### src/rtl/riscv_trace_buffer.sv
// riscv_trace_buffer
//   Retirement-trace and performance-counter block for the pipelined RISC-V
//   core. Retired register writes from writeback are captured into a circular
//   buffer (wrap or stop-on-full), with an optional register-write trigger
//   followed by a programmable number of post-trigger captures. Event counters
//   and buffer entries are read back through a one-cycle-latency read port.
//
// Ports
//   clk, rst_n                 clock (rising edge), async active-low reset
//   clear                      synchronous clear of buffer/counters/state
//   enable, mode_wrap          arm capture; 1 = overwrite oldest when full
//   trig_en, trig_rd           register-write trigger enable / target rd
//   post_count                 captures recorded after the trigger entry
//   wb_enable, wb_rd, wb_data  writeback register write tap
//   stall_if, flush_ex,
//   branch_taken               pipeline events for the counters
//   rd_req, rd_idx             read request, entry index (0 = oldest)
//   rd_valid, rd_entry_rd,
//   rd_entry_data              read response, one cycle after rd_req
//   count, full, triggered,
//   done                       buffer / trigger status
//   cyc_cnt .. br_cnt          saturating event counters
module riscv_trace_buffer #(
  parameter int unsigned XLEN  = 32,
  parameter int unsigned DEPTH = 16,
  parameter int unsigned CNT_W = 32,
  localparam int unsigned AW   = $clog2(DEPTH)
) (
  input  logic             clk,
  input  logic             rst_n,
  input  logic             clear,
  input  logic             enable,
  input  logic             mode_wrap,
  input  logic             trig_en,
  input  logic [4:0]       trig_rd,
  input  logic [AW:0]      post_count,
  input  logic             wb_enable,
  input  logic [4:0]       wb_rd,
  input  logic [XLEN-1:0]  wb_data,
  input  logic             stall_if,
  input  logic             flush_ex,
  input  logic             branch_taken,
  input  logic             rd_req,
  input  logic [AW-1:0]    rd_idx,
  output logic             rd_valid,
  output logic [4:0]       rd_entry_rd,
  output logic [XLEN-1:0]  rd_entry_data,
  output logic [AW:0]      count,
  output logic             full,
  output logic             triggered,
  output logic             done,
  output logic [CNT_W-1:0] cyc_cnt,
  output logic [CNT_W-1:0] ret_cnt,
  output logic [CNT_W-1:0] stall_cnt,
  output logic [CNT_W-1:0] flush_cnt,
  output logic [CNT_W-1:0] br_cnt
);

  typedef enum logic [1:0] {
    S_IDLE,
    S_CAPTURE,
    S_POST,
    S_DONE
  } state_e;

  localparam logic [AW:0]      DEPTH_C  = DEPTH[AW:0];
  localparam logic [AW:0]      CNT1     = {{AW{1'b0}}, 1'b1};
  localparam logic [AW:0]      DEPTH_M1 = DEPTH_C - CNT1;
  localparam logic [AW-1:0]    PTR1     = {{(AW-1){1'b0}}, 1'b1};
  localparam logic [CNT_W-1:0] EVT1     = {{(CNT_W-1){1'b0}}, 1'b1};

  function automatic logic [CNT_W-1:0] sat_inc(input logic [CNT_W-1:0] v,
                                                input logic             inc);
    return (inc && (v != '1)) ? v + EVT1 : v;
  endfunction

  // Trace storage (no reset; contents are qualified by count)
  logic [4:0]      mem_rd_q   [DEPTH];
  logic [XLEN-1:0] mem_data_q [DEPTH];

  state_e          state_q, state_d;
  logic [AW-1:0]   wptr_q, wptr_d;
  logic [AW:0]     count_q, count_d;
  logic [AW:0]     remaining_q, remaining_d;
  logic            triggered_q, triggered_d;
  logic [CNT_W-1:0] cyc_q, cyc_d;
  logic [CNT_W-1:0] ret_q, ret_d;
  logic [CNT_W-1:0] stall_q, stall_d;
  logic [CNT_W-1:0] flush_q, flush_d;
  logic [CNT_W-1:0] br_q, br_d;
  logic            rd_valid_q;
  logic [4:0]      rd_entry_rd_q;
  logic [XLEN-1:0] rd_entry_data_q;

  logic            active;
  logic            full_w;
  logic            cap_wr;
  logic            trig_hit;
  logic            fill_done;
  logic            post_done;
  logic            stuck_full;
  logic            finish;
  logic [AW-1:0]   rd_phys;
  logic            rd_in_range;

  assign full_w = (count_q == DEPTH_C);
  assign active = (state_q == S_CAPTURE) || (state_q == S_POST);

  always_comb begin
    state_d     = state_q;
    wptr_d      = wptr_q;
    count_d     = count_q;
    remaining_d = remaining_q;
    triggered_d = triggered_q;

    // A full buffer in stop mode accepts nothing further.
    cap_wr     = active && wb_enable && (wb_rd != 5'd0) && (mode_wrap || !full_w);
    trig_hit   = cap_wr && (state_q == S_CAPTURE) && trig_en && (wb_rd == trig_rd);
    fill_done  = cap_wr && !mode_wrap && (count_q == DEPTH_M1);
    post_done  = cap_wr && (state_q == S_POST) && (remaining_q == CNT1);
    // Stop mode selected while already full: nothing more can be recorded.
    stuck_full = active && !mode_wrap && full_w;
    finish     = fill_done || post_done || stuck_full ||
                 (trig_hit && (post_count == '0));

    if (cap_wr) begin
      wptr_d = wptr_q + PTR1;
      if (!full_w) begin
        count_d = count_q + CNT1;
      end
      if (state_q == S_POST) begin
        remaining_d = remaining_q - CNT1;
      end
    end

    if (trig_hit) begin
      triggered_d = 1'b1;
      remaining_d = post_count;
    end

    unique case (state_q)
      S_IDLE: begin
        if (enable) begin
          state_d = triggered_q ? S_POST : S_CAPTURE;
        end
      end
      S_CAPTURE, S_POST: begin
        // Completion outranks disarm; a trigger seen while disarming is
        // remembered via triggered_q and resumes into POST.
        if (finish) begin
          state_d = S_DONE;
        end else if (!enable) begin
          state_d = S_IDLE;
        end else if (trig_hit) begin
          state_d = S_POST;
        end
      end
      S_DONE: begin
        state_d = S_DONE;
      end
      default: begin
        state_d = S_IDLE;
      end
    endcase

    cyc_d   = sat_inc(cyc_q,   active);
    ret_d   = sat_inc(ret_q,   active && wb_enable);
    stall_d = sat_inc(stall_q, active && stall_if);
    flush_d = sat_inc(flush_q, active && flush_ex);
    br_d    = sat_inc(br_q,    active && branch_taken);
  end

  // Logical index 0 is the oldest entry; count wraps to 0 in AW bits when
  // full, which makes the oldest entry sit at wptr.
  assign rd_phys     = wptr_q - count_q[AW-1:0] + rd_idx;
  assign rd_in_range = ({1'b0, rd_idx} < count_q);

  always_ff @(posedge clk or negedge rst_n) begin
    if (!rst_n) begin
      state_q         <= S_IDLE;
      wptr_q          <= '0;
      count_q         <= '0;
      remaining_q     <= '0;
      triggered_q     <= 1'b0;
      cyc_q           <= '0;
      ret_q           <= '0;
      stall_q         <= '0;
      flush_q         <= '0;
      br_q            <= '0;
      rd_valid_q      <= 1'b0;
      rd_entry_rd_q   <= '0;
      rd_entry_data_q <= '0;
    end else if (clear) begin
      state_q         <= S_IDLE;
      wptr_q          <= '0;
      count_q         <= '0;
      remaining_q     <= '0;
      triggered_q     <= 1'b0;
      cyc_q           <= '0;
      ret_q           <= '0;
      stall_q         <= '0;
      flush_q         <= '0;
      br_q            <= '0;
      rd_valid_q      <= 1'b0;
      rd_entry_rd_q   <= '0;
      rd_entry_data_q <= '0;
    end else begin
      state_q     <= state_d;
      wptr_q      <= wptr_d;
      count_q     <= count_d;
      remaining_q <= remaining_d;
      triggered_q <= triggered_d;
      cyc_q       <= cyc_d;
      ret_q       <= ret_d;
      stall_q     <= stall_d;
      flush_q     <= flush_d;
      br_q        <= br_d;
      rd_valid_q  <= rd_req;
      if (rd_req) begin
        rd_entry_rd_q   <= rd_in_range ? mem_rd_q[rd_phys]   : '0;
        rd_entry_data_q <= rd_in_range ? mem_data_q[rd_phys] : '0;
      end
    end
  end

  always_ff @(posedge clk) begin
    if (cap_wr && !clear) begin
      mem_rd_q[wptr_q]   <= wb_rd;
      mem_data_q[wptr_q] <= wb_data;
    end
  end

  assign rd_valid      = rd_valid_q;
  assign rd_entry_rd   = rd_entry_rd_q;
  assign rd_entry_data = rd_entry_data_q;
  assign count         = count_q;
  assign full          = full_w;
  assign triggered     = triggered_q;
  assign done          = (state_q == S_DONE);
  assign cyc_cnt       = cyc_q;
  assign ret_cnt       = ret_q;
  assign stall_cnt     = stall_q;
  assign flush_cnt     = flush_q;
  assign br_cnt        = br_q;

endmodule

### config.mk
export PLATFORM = sky130hd
export DESIGN_NAME = riscv_trace_buffer
export DESIGN_NICKNAME = d
export VERILOG_FILES = /design/src/rtl/riscv_trace_buffer.sv
export SDC_FILE = /design/constraint.sdc
export NUM_CORES = 1
export LEC_CHECK = 0
export BUFFER_PORTS_ARGS = -buffer_cell sky130_fd_sc_hd__buf_2
export CAP_MARGIN = 10
export CORE_MARGIN = 4
export CORE_UTILIZATION = 38
export DETAILED_ROUTE_END_ITERATION = 16
export GPL_TIMING_DRIVEN = 0
export PLACE_DENSITY = 0.58
export SYNTH_ARGS = -nofsm -noshare
export SYNTH_HDL_FRONTEND = slang
export SYNTH_SLANG_ARGS = --single-unit
### constraint.sdc
create_clock -name clk -period 6.3 [get_ports clk]
set_input_delay 0 -clock clk [delete_from_list [all_inputs] [get_ports clk]]
set_output_delay 0 -clock clk [all_outputs]
set_load 0.02 [all_outputs]
==> flow_summary_export.csv, run 1 <==
group,metric,value,unit
cells_and_area,fillers,7625,
global_route,grt_first_pass_wirelength,133000,µm
routing,final_ant_viol_nets,0,
sta,final-setup-viol-count,0,
worst_setup_path,stage_delay_of_the_slowest_cell_on_the_critical_path,740,ps
worst_setup_path,timing.reg2reg.worst_path_depth,10,
sta,hold_viol,0,
placed_design,gp_congestion,0.881,
clock_network,cts_buffer_depth,3,
routing,drt_first_iter_violations,1783,
clock_network,cts_tree,"built",
cells_and_area,post_route_cells_drive_above_1_share,23.5,%
synthesis,synth_top_family_by_area,"simple AND/OR/NAND/NOR gates",
sta,post-route-worst-setup-slack,1970,ps
floorplanning,floorplan.die_area,0.0933,mm²
synthesis,synthesis.area,0.0336,mm²
routing,routed_wl,87900,µm
routing,routed-wl-met3,5300,µm
worst_setup_path,crit_path_start_kind,"register",
worst_setup_path,timing.critical_path.cells,"inv_1 > fa_1 > inv_1 > fa_1 > clkbuf_1 > buf_1 > mux4_2 > nand2_1 > nand3b_1 > a32o_1",
hold_path,min_path_type,"primary input to register",
placed_design,dp_slack,1930,ps
clock_network,clkLatencyLatePin,640,ps
synthesis,synth-simple-area-share,11.5,%
power_and_ir_drop,peakVddDrop,237,µV
clock_network,tritoncts.num_buffers,83,
sta,tightest_slew,1100,ps
cells_and_area,n_antenna_cell,0,
clock_network,clock_tree.htree_level_count,3,
worst_setup_path,slowest_stage_cell_crit_path,"sky130_fd_sc_hd__fa_1",
routing,routedWlPerCell,22.8,µm
synthesis,post_synth_fa_ha_maj_area_fraction,1.15,%
routing,mean_number_of_vias_per_cell,5.33,
sta,final_max_slew_viol_count,0,
global_route,grt_remaining_overflow,0,
synthesis,synthCells,2181,
routing,drt-pass1-iter-count,6,
sta,achievable-frequency,0.231,GHz
hold_path,hp-start,"mode_wrap",
routing,uppermost_layer_routed,"met5",
power_and_ir_drop,power.static_leakage,15.0,nW
clock_network,ctsHoldBuffers,52,
floorplanning,floorplan.initialDensity,38.5,%
placed_design,place.port_buffers,266,
synthesis,synth_edf_count,592,
worst_setup_path,worst-setup-path-type,"register to register",
placed_design,placed_cells_incl_taps,3657,
synthesis,ys.flop_type,"sky130_fd_sc_hd__edfxtp_1",
sta,finalCriticalPeriod,4330,ps
cells_and_area,commonest_non_fill_non_tap_cells_in_the_layout,"sky130_fd_sc_hd__edfxtp_1 (592), sky130_fd_sc_hd__buf_2 (284), sky130_fd_sc_hd__nand2_1 (217), sky130_fd_sc_hd__dfrtp_1 (215), sky130_fd_sc_hd__nor2_1 (170)",
synthesis,ys_seq_elements,807,
sta,finalHoldWorstSlack,204,ps
floorplanning,die_h,306,µm
sta,timing.max_slew.rel_slack,26.1,%
synthesis,postSynthAreaPerCell,15.4,µm²
cells_and_area,fin_cells,3862,
cells_and_area,net_count_reported_at_finish,2731,
synthesis,synth-warning-count,0,
worst_setup_path,rrSetupSlack,1970,ps
sta,setup_repair_after_global_routing_missed_its_margin,"no",
worst_setup_path,timing.critical_path.from,"wptr_q[1]",
clock_network,number_of_sinks_driven_by_the_clock_tree,807,
job,maxCapViolCount,0,
synthesis,synthesis.nets,2272,
floorplanning,floorplan.io_pins,268,
synthesis,synth.lib_cells_used.distinct,61,
cells_and_area,synthToLayoutAreaGrowth,20.5,%
clock_network,cts_post_setup_buffers_inserted,0,
worst_setup_path,setup.worst_path.end,"rd_entry_rd[0]",
power_and_ir_drop,powerDensity,406,mW/mm²
sta,setup_total_negative_slack,0,ps
floorplanning,placeableCoreArea,0.0873,mm²
worst_setup_path,cp_data_required_time,6810,ps
global_route,first_global_vias,21097,
worst_setup_path,rr_startpoint,"wptr_q[1]",
synthesis,muxShareOfSynthArea,10.1,%
sta,finalCritPeriodShare,68.7,%
synthesis,synth_xor_xnor_area_share,3.93,%
routing,drt_drc_violations_left,0,
worst_setup_path,cp-end-kind,"register",
worst_setup_path,timing.critical_path.arrival,4840,ps
routing,routed-wl-met2,43400,µm
floorplanning,std_cell_rows,108,
cells_and_area,layout.core_utilization,46.4,%
outcome,run_status,"completed",
clock_network,worst_setup_hold_path_clk_slew,70,ps
clock_network,ctsRootBufferMaster,"sky130_fd_sc_hd__clkbuf_16",
global_route,initial_antenna_violation_count,5,
sta,clock_tree_skew_after_final_layout,29.1,ps
cells_and_area,mostFrequentLayoutCell,"sky130_fd_sc_hd__edfxtp_1",
synthesis,ys_async_sr_fraction,26.6,%
floorplanning,die-width,306,µm
synthesis,synth-compound-area-share,2.85,%
placed_design,hpwl,61800,µm
worst_setup_path,worst-path-max-fanout,10,
global_route,grt_max_degree,77,
global_route,groute.usage.overall,18.5,%
worst_setup_path,regToRegEndpoint,"rd_entry_rd[0]",
synthesis,synth.yosys.seq_area_share,68.9,%
routing,wl_met1,36600,µm
clock_network,cts_resized,0,
routing,dr_total_vias,20598,
Yosys cell counts, drive strengths merged, types with 34 or more instances:
library cell,n,share of area (%)
a32o,37,1.1
and3,34,0.63
clkbuf,69,0.77
dfrtp,215,16
edfxtp,592,53
inv,37,0.41
mux4,148,9.9
nand2,217,2.4
nand3,117,1.7
nand3b,40,0.89
nand4,46,0.87
nor2,179,2.0
nor3,38,0.58
xnor2,67,1.7
xor2,84,2.2
worst min path at each step:
stage / endpoint / slack (ps) / cells after the start
after floorplan: br_cnt[0] / -300 / 0
after global placement: rd_valid / 310 / 2
after detailed placement: stall_cnt[22] / 60 / 1
after CTS: rd_valid / 1 / 2
after global routing: state_q[1] / 250 / 7
final: state_q[0] / 200 / 7
critical path: cells and delay by family, from the launching register on:
| kind | cells | cell delay [ps] |
|---|---|---|
| buffers and inverters | 4 | 1530 |
| adders and majority gates | 2 | 1230 |
| DFF | 1 | 420 |
| muxes | 1 | 410 |
| and+or+nand+nor | 2 | 300 |
| AOI/OAI and AO/OA | 1 | 290 |
metrics by stage:
stage	area, µm²	power (mW)
floorplan	33600	10.0
global placement	36400	11.7
detailed placement	37300	11.8
CTS	40500	16.7
global route	40500	17.3
finish	40500	16.5
flip-flops by register name, indices dropped and copies added (netlist names), 32 cells and up:
register       count
br_cnt            32
cyc_cnt           32
flush_cnt         32
mem_data_q       512
mem_rd_q          80
rd_entry_data     32
ret_cnt           32
stall_cnt         32
power breakdown:
group          leakage, nW  internal (mW)  switching [mW]
registers             8.31           5.87           0.124
clock network         1.31           2.78            2.05
logic                 5.35           2.43            3.19
total                 15.0           11.1            5.37
metal layers:
layer | up-vias | global-route usage, %
li1 | 9232 | -
met1 | 10633 | 24.7
met2 | 583 | 31.0
met3 | 142 | 3.45
met4 | 8 | 5.89
met5 | - | 0
cell type report:
type / count / area, µm² / share of cell area, %
tap: 1155 / 1450 / 3.57
buffer: 101 / 415 / 1.02
multi-input combinational: 1236 / 10000 / 24.7
clock inverter: 28 / 297 / 0.732
sequential: 807 / 23200 / 57.1
inverter: 37 / 139 / 0.343
timing repair buffer: 374 / 2640 / 6.52
clock buffer: 124 / 2400 / 5.93
cells by family after synthesis:
| family | count (synthesis) |
|---|---|
| xor gates and xnor gates | 151 |
| AOI/OAI and AO/OA | 128 |
| adders and majority gates | 29 |
| and+or+nand+nor | 775 |
| buffers and inverters | 138 |
| muxes | 153 |
| DFF | 807 |
No activity file was read; power rests on OpenSTA's default activity.
==> run 2: changes to the inputs <==
==> constraint.sdc (replaced) <==
create_clock -name clk -period 4.1 [get_ports clk]
set_input_delay 0 -clock clk [delete_from_list [all_inputs] [get_ports clk]]
set_output_delay 0 -clock clk [all_outputs]
set_load 0.02 [all_outputs]
==> flow_summary_export.csv, run 2 (same netlist as run 1, synthesis figures left out) <==
group,metric,value,unit
outcome,run_status,"completed",
routing,dr_total_vias,20845,
routing,drt_drc_violations_left,0,
cells_and_area,fin_cells,3865,
cells_and_area,synthToLayoutAreaGrowth,20.8,%
cells_and_area,mostFrequentLayoutCell,"sky130_fd_sc_hd__edfxtp_1",
sta,timing.max_slew.rel_slack,26.0,%
cells_and_area,largest_register_ffs,512,
sta,finalCritPeriodShare,95.3,%
clock_network,tritoncts.num_buffers,89,
routing,routedWlPerCell,22.8,µm
routing,drt_first_iter_violations,1809,
worst_setup_path,stage_delay_of_the_slowest_cell_on_the_critical_path,530,ps
global_route,grt_first_pass_wirelength,133000,µm
cells_and_area,multi_input_comb_area,0.0101,mm²
cells_and_area,reg_top3,"mem_data_q: 512 flops, mem_rd_q: 80 flops",
power_and_ir_drop,swShare,32.7,%
cells_and_area,commonest_non_fill_non_tap_cells_in_the_layout,"sky130_fd_sc_hd__edfxtp_1 (592), sky130_fd_sc_hd__buf_2 (288), sky130_fd_sc_hd__nand2_1 (217), sky130_fd_sc_hd__dfrtp_1 (215), sky130_fd_sc_hd__nor2_1 (170)",
cells_and_area,layout.core_utilization,46.5,%
power_and_ir_drop,powerDensity,635,mW/mm²
sta,achievable-frequency,0.256,GHz
worst_setup_path,slowest_stage_cell_crit_path,"sky130_fd_sc_hd__fa_1",
cells_and_area,fillers,7713,
sta,final_max_slew_viol_count,0,
cells_and_area,design_area,0.0406,mm²
worst_setup_path,worst-setup-path-type,"register to register",
hold_path,min_path_type,"primary input to register",
placed_design,dp_slack,-210,ps
routing,routed_wl,88200,µm
sta,final-setup-viol-count,0,
cells_and_area,net_count_reported_at_finish,2724,
clock_network,cts_tree,"built",
placed_design,gp_congestion,0.864,
worst_setup_path,timing.critical_path.cells,"clkbuf_1 > inv_1 > fa_1 > inv_1 > ha_1 > a21oi_1 > xnor2_1 > clkbuf_2 > clkbuf_1 > nand3b_1 > a32o_1",
sta,setup_repair_after_global_routing_missed_its_margin,"no",
power_and_ir_drop,finalPower,25.8,mW
sta,post-route-worst-setup-slack,194,ps
routing,mean_number_of_vias_per_cell,5.39,
sta,finalCriticalPeriod,3910,ps
cells_and_area,regMostFlops,"mem_data_q",
worst_setup_path,rrSetupSlack,190,ps
placed_design,placed_cells_incl_taps,3644,
floorplanning,std_cell_rows,108,
floorplanning,die_h,306,µm
power_and_ir_drop,p_clk_share,30.5,%
sta,clock_tree_skew_after_final_layout,55.8,ps
clock_network,number_of_sinks_driven_by_the_clock_tree,807,
placed_design,post_dp_cell_area,0.0371,mm²
power_and_ir_drop,comb_power_share,33.8,%
placed_design,hpwl,59500,µm
worst_setup_path,rr_startpoint,"wptr_q[2]",
worst_setup_path,timing.critical_path.arrival,4480,ps
sta,tightest_slew,1110,ps
job,maxCapViolCount,0,
power_and_ir_drop,peakVddDrop,549,µV
sta,hold_viol,0,
global_route,grt_remaining_overflow,0,
hold_path,worstHoldPathCells,4,
worst_setup_path,timing.critical_path.from,"wptr_q[2]",
sta,setup_total_negative_slack,0,ps
floorplanning,placeableCoreArea,0.0873,mm²
power_and_ir_drop,power.sequential.fraction,35.7,%
worst_setup_path,worst-path-max-fanout,10,
worst_setup_path,setup.worst_path.end,"rd_entry_rd[4]",
worst_setup_path,crit_path_start_kind,"register",
clock_network,cts_buffer_depth,3,
cells_and_area,sequential_cell_area,0.0232,mm²
worst_setup_path,regToRegEndpoint,"rd_entry_rd[4]",
sta,finalHoldWorstSlack,135,ps
clock_network,ctsRootBufferMaster,"sky130_fd_sc_hd__clkbuf_16",
placed_design,place.port_buffers,266,
global_route,groute.usage.overall,18.5,%
power_and_ir_drop,internal-power,17.3,mW
routing,drt-pass1-iter-count,7,
routing,final_ant_viol_nets,0,
clock_network,clock_tree.htree_level_count,3,
worst_setup_path,cp_data_required_time,4680,ps
floorplanning,floorplan.die_area,0.0933,mm²
cells_and_area,post_route_cells_drive_above_1_share,24.0,%
clock_network,cts_post_setup_buffers_inserted,0,
floorplanning,floorplan.io_pins,268,
floorplanning,die-width,306,µm
power_and_ir_drop,power.net_switching,8.44,mW
global_route,initial_antenna_violation_count,10,
clock_network,clkLatencyLatePin,650,ps
worst_setup_path,cp-end-kind,"register",
clock_network,worst_setup_hold_path_clk_slew,60,ps
global_route,grt_max_degree,110,
power_and_ir_drop,power.static_leakage,15.0,nW
worst_setup_path,timing.reg2reg.worst_path_depth,11,
global_route,first_global_vias,21490,
floorplanning,floorplan.initialDensity,38.5,%
[run 2: cell count changes in the layout (fill, tap and decap cells not counted), sizes merged]
cell	previous run	this run
buf	354	340
clkbuf	193	203
diode	0	6
clkinvlp	2	0
bufinv	3	4
clkinv	20	21
inv	40	41
[run 2: metal layers]
metal  track usage, %  share of wire, %  up-vias
met5                0             0.068        -
met4             6.17               3.1        8
met3             4.05               7.1      158
met2             30.8                49      665
met1             24.3                41    10777
li1                 -                 -     9237
[run 2: how the worst min path moves through the flow]
stage | start | end | slack (ps)
final | clear | remaining_q[1] | 130
after floorplan | rst_n | br_cnt[0] | -300
after CTS | clear | remaining_q[1] | 110
after global placement | rd_req | rd_valid | 290
after global routing | clear | remaining_q[1] | 190
after detailed placement | rst_n | br_cnt[17] | -40
[run 2: power groups by stage]
stage               combinational [mW]  sequential [mW]  clock (mW)
floorplan                         5.94             9.47           0
global placement                  8.66             9.36           0
detailed placement                8.79             9.36           0
CTS                               8.88             9.20        8.05
global route                      9.50             9.22        8.40
finish                            8.71             9.20        7.87
[run 2: layout make-up]
cell class	count	share of cell area (%)
inverter	37	0.342
clock inverter	29	0.912
tap	1155	3.56
sequential	807	57.0
antenna	6	0.0370
timing repair buffer	361	6.05
multi-input combinational	1236	24.8
buffer	101	1.08
clock buffer	133	6.24
[run 2: worst max-delay path: cells and delay by family, from the launching register on]
kind	cells	cell delay, ps
buf+inv	5	1650
xor+xnor	1	380
simple gates	1	290
fa+ha+maj	2	890
flops	1	320
compound gates	2	300
[run 2: what timing repair did]
item | 4_1_cts | 5_1_grt
pin swaps | 0 | 0
endpoints found under the hold margin | 855 | 0
hold buffers | 53 | 0
setup endpoints to repair | 35 | 35
resized for setup | 11 | 16
==> run 3: changes to the inputs <==
--- a/config.mk
+++ b/config.mk
@@ -7,11 +7,14 @@
 export LEC_CHECK = 0
 export BUFFER_PORTS_ARGS = -buffer_cell sky130_fd_sc_hd__buf_2
 export CAP_MARGIN = 10
+export CELL_PAD_IN_SITES_DETAIL_PLACEMENT = 1
+export CELL_PAD_IN_SITES_GLOBAL_PLACEMENT = 1
 export CORE_MARGIN = 4
 export CORE_UTILIZATION = 38
 export DETAILED_ROUTE_END_ITERATION = 16
 export GPL_TIMING_DRIVEN = 0
-export PLACE_DENSITY = 0.58
+export PLACE_DENSITY = 0.66
+export SKIP_CTS_REPAIR_TIMING = 1
 export SYNTH_ARGS = -nofsm -noshare
 export SYNTH_HDL_FRONTEND = slang
 export SYNTH_SLANG_ARGS = --single-unit
==> flow_summary_export.csv, run 3 (same netlist as run 1, synthesis figures left out) <==
group,metric,value,unit
placed_design,dp_slack,-332,ps
clock_network,tritoncts.num_buffers,89,
sta,hold_viol,0,
clock_network,number_of_sinks_driven_by_the_clock_tree,807,
sta,finalCriticalPeriod,3910,ps
sta,final_max_slew_viol_count,0,
sta,timing.max_slew.rel_slack,26.9,%
cells_and_area,synthToLayoutAreaGrowth,21.1,%
power_and_ir_drop,internal-power,17.5,mW
clock_network,cts_buffer_depth,3,
cells_and_area,post_route_cells_drive_above_1_share,24.4,%
cells_and_area,net_count_reported_at_finish,2721,
cells_and_area,design_area,0.0407,mm²
placed_design,post_dp_cell_area,0.0372,mm²
clock_network,ctsRootBufferMaster,"sky130_fd_sc_hd__clkbuf_16",
clock_network,clkLatencyLatePin,660,ps
cells_and_area,mostFrequentLayoutCell,"sky130_fd_sc_hd__edfxtp_1",
floorplanning,die_h,306,µm
hold_path,min_path_type,"primary input to register",
worst_setup_path,worst-setup-path-type,"register to register",
cells_and_area,reg_top3,"mem_data_q: 512 flops, mem_rd_q: 80 flops",
job,maxCapViolCount,0,
clock_network,clock_tree.htree_level_count,3,
sta,final-setup-viol-count,0,
placed_design,place.port_buffers,266,
clock_network,worst_setup_hold_path_clk_slew,60,ps
power_and_ir_drop,peakVddDrop,557,µV
cells_and_area,fillers,8749,
global_route,routing_layer_with_the_top_usage_in_global_route,"met2",
floorplanning,floorplan.die_area,0.0933,mm²
routing,final_ant_viol_nets,0,
worst_setup_path,cp_data_required_time,4630,ps
worst_setup_path,cp-end-kind,"register",
power_and_ir_drop,p_clk_share,31.1,%
floorplanning,floorplan.io_pins,268,
hold_path,worstHoldPathCells,4,
cells_and_area,largest_register_ffs,512,
cells_and_area,commonest_non_fill_non_tap_cells_in_the_layout,"sky130_fd_sc_hd__edfxtp_1 (592), sky130_fd_sc_hd__buf_2 (284), sky130_fd_sc_hd__nand2_1 (217), sky130_fd_sc_hd__dfrtp_1 (215), sky130_fd_sc_hd__nor2_1 (170)",
worst_setup_path,worst-path-max-fanout,10,
global_route,groute.usage.overall,20.3,%
power_and_ir_drop,swShare,33.1,%
sta,tightest_slew,1100,ps
worst_setup_path,timing.reg2reg.worst_path_depth,10,
placed_design,gp_congestion,0.836,
routing,routedWlPerCell,24.6,µm
global_route,grt_remaining_overflow,0,
global_route,groute.layer.met2.usage,33.5,%
routing,mean_number_of_vias_per_cell,5.43,
routing,drt-pass1-iter-count,5,
power_and_ir_drop,power.static_leakage,15.1,nW
routing,routed_wl,94900,µm
routing,drt_first_iter_violations,1782,
global_route,first_global_vias,22875,
power_and_ir_drop,power.net_switching,8.70,mW
cells_and_area,regMostFlops,"mem_data_q",
sta,achievable-frequency,0.256,GHz
global_route,initial_antenna_violation_count,8,
global_route,grt_max_degree,106,
floorplanning,die-width,306,µm
clock_network,cts_tree,"built",
sta,setup_repair_after_global_routing_missed_its_margin,"no",
worst_setup_path,timing.critical_path.arrival,4440,ps
outcome,run_status,"completed",
power_and_ir_drop,finalPower,26.2,mW
routing,drt_drc_violations_left,0,
sta,post-route-worst-setup-slack,189,ps
power_and_ir_drop,comb_power_share,33.9,%
global_route,m1_gr_usage,26.9,%
sta,setup_total_negative_slack,0,ps
floorplanning,placeableCoreArea,0.0873,mm²
floorplanning,floorplan.initialDensity,38.5,%
global_route,groute.layer.met3.usage,4.76,%
floorplanning,std_cell_rows,108,
sta,clock_tree_skew_after_final_layout,43.2,ps
power_and_ir_drop,powerDensity,644,mW/mm²
worst_setup_path,crit_path_start_kind,"register",
sta,finalCritPeriodShare,95.4,%
global_route,grt_first_pass_wirelength,145000,µm
routing,dr_total_vias,20969,
placed_design,hpwl,65500,µm
power_and_ir_drop,power.sequential.fraction,35.1,%
## run 3: cell count changes in the layout (fill, tap and decap cells not counted), moves of 5 or more
cell	before	now
sky130_fd_sc_hd__clkbuf_2	16	23
sky130_fd_sc_hd__bufinv_16	4	9
sky130_fd_sc_hd__buf_8	1	8
sky130_fd_sc_hd__buf_6	31	23
sky130_fd_sc_hd__clkbuf_1	85	78
## run 3: critical path: stages (launching register included)
cell                       delay [ps]
sky130_fd_sc_hd__dfrtp_1          410
sky130_fd_sc_hd__inv_1            120
sky130_fd_sc_hd__fa_1             490
sky130_fd_sc_hd__inv_1             70
sky130_fd_sc_hd__fa_1             740
sky130_fd_sc_hd__clkbuf_1         570
sky130_fd_sc_hd__clkbuf_2         470
sky130_fd_sc_hd__mux4_2           360
sky130_fd_sc_hd__nand2_1          100
sky130_fd_sc_hd__nand3_1          140
sky130_fd_sc_hd__a32o_1           320
## run 3: path summary, 6_finish.rpt
check / from / to / slack, ps
worst min-delay path: clear / rd_entry_data[1] / 100
max in group asynchronous: rst_n / cyc_cnt[10] / 3040
worst max register to register: wptr_q[1] / rd_entry_data[2] / 190
worst min register to register: rd_entry_rd[3] / rd_entry_rd[3] / 490
worst max-delay path: wptr_q[1] / rd_entry_data[2] / 190
min in group asynchronous: rst_n / flush_cnt[5] / 460
## run 3: power groups by stage
stage               registers [mW]  clock network, mW  logic (mW)
floorplan                     9.47                  0        5.94
global placement              9.36                  0        8.66
detailed placement            9.37                  0        8.95
CTS                           9.21               8.32        9.03
global route                  9.23               8.70        9.66
finish                        9.21               8.15        8.88
## run 3: layout make-up
| cell class | count | area (µm²) | share of cell area, % |
|---|---|---|---|
| Timing Repair Buffer | 359 | 2490 | 6.12 |
| Clock inverter | 41 | 571 | 1.40 |
| Multi-Input combinational cell | 1236 | 10100 | 24.7 |
| Sequential cell | 807 | 23200 | 56.8 |
| Antenna cell | 2 | 5.00 | 0.0123 |
| Inverter | 37 | 139 | 0.341 |
| Clock buffer | 122 | 2430 | 5.97 |
| Buffer | 100 | 439 | 1.08 |
| Tap cell | 1155 | 1450 | 3.55 |
## run 3: stage by stage
step / utilization [%] / hold slack (ps) / instances
after floorplan: - / -296 / 2181
after global placement: 41.7 / 296 / 3602
after detailed placement: 42.6 / -18.2 / 3642
after CTS: 46.0 / -747 / 3805
after global routing: 46.7 / 153 / 3858
final: 46.7 / 102 / 3859
## run 3: layer usage
| layer | vias up | share of wire, % | routed length [µm] |
|---|---|---|---|
| met2 | 590 | 49 | 46500 |
| met3 | 173 | 6.3 | 6010 |
| met5 | - | 0.079 | 75 |
| li1 | 9219 | - | - |
| met1 | 10977 | 42 | 39600 |
| met4 | 10 | 2.8 | 2670 |
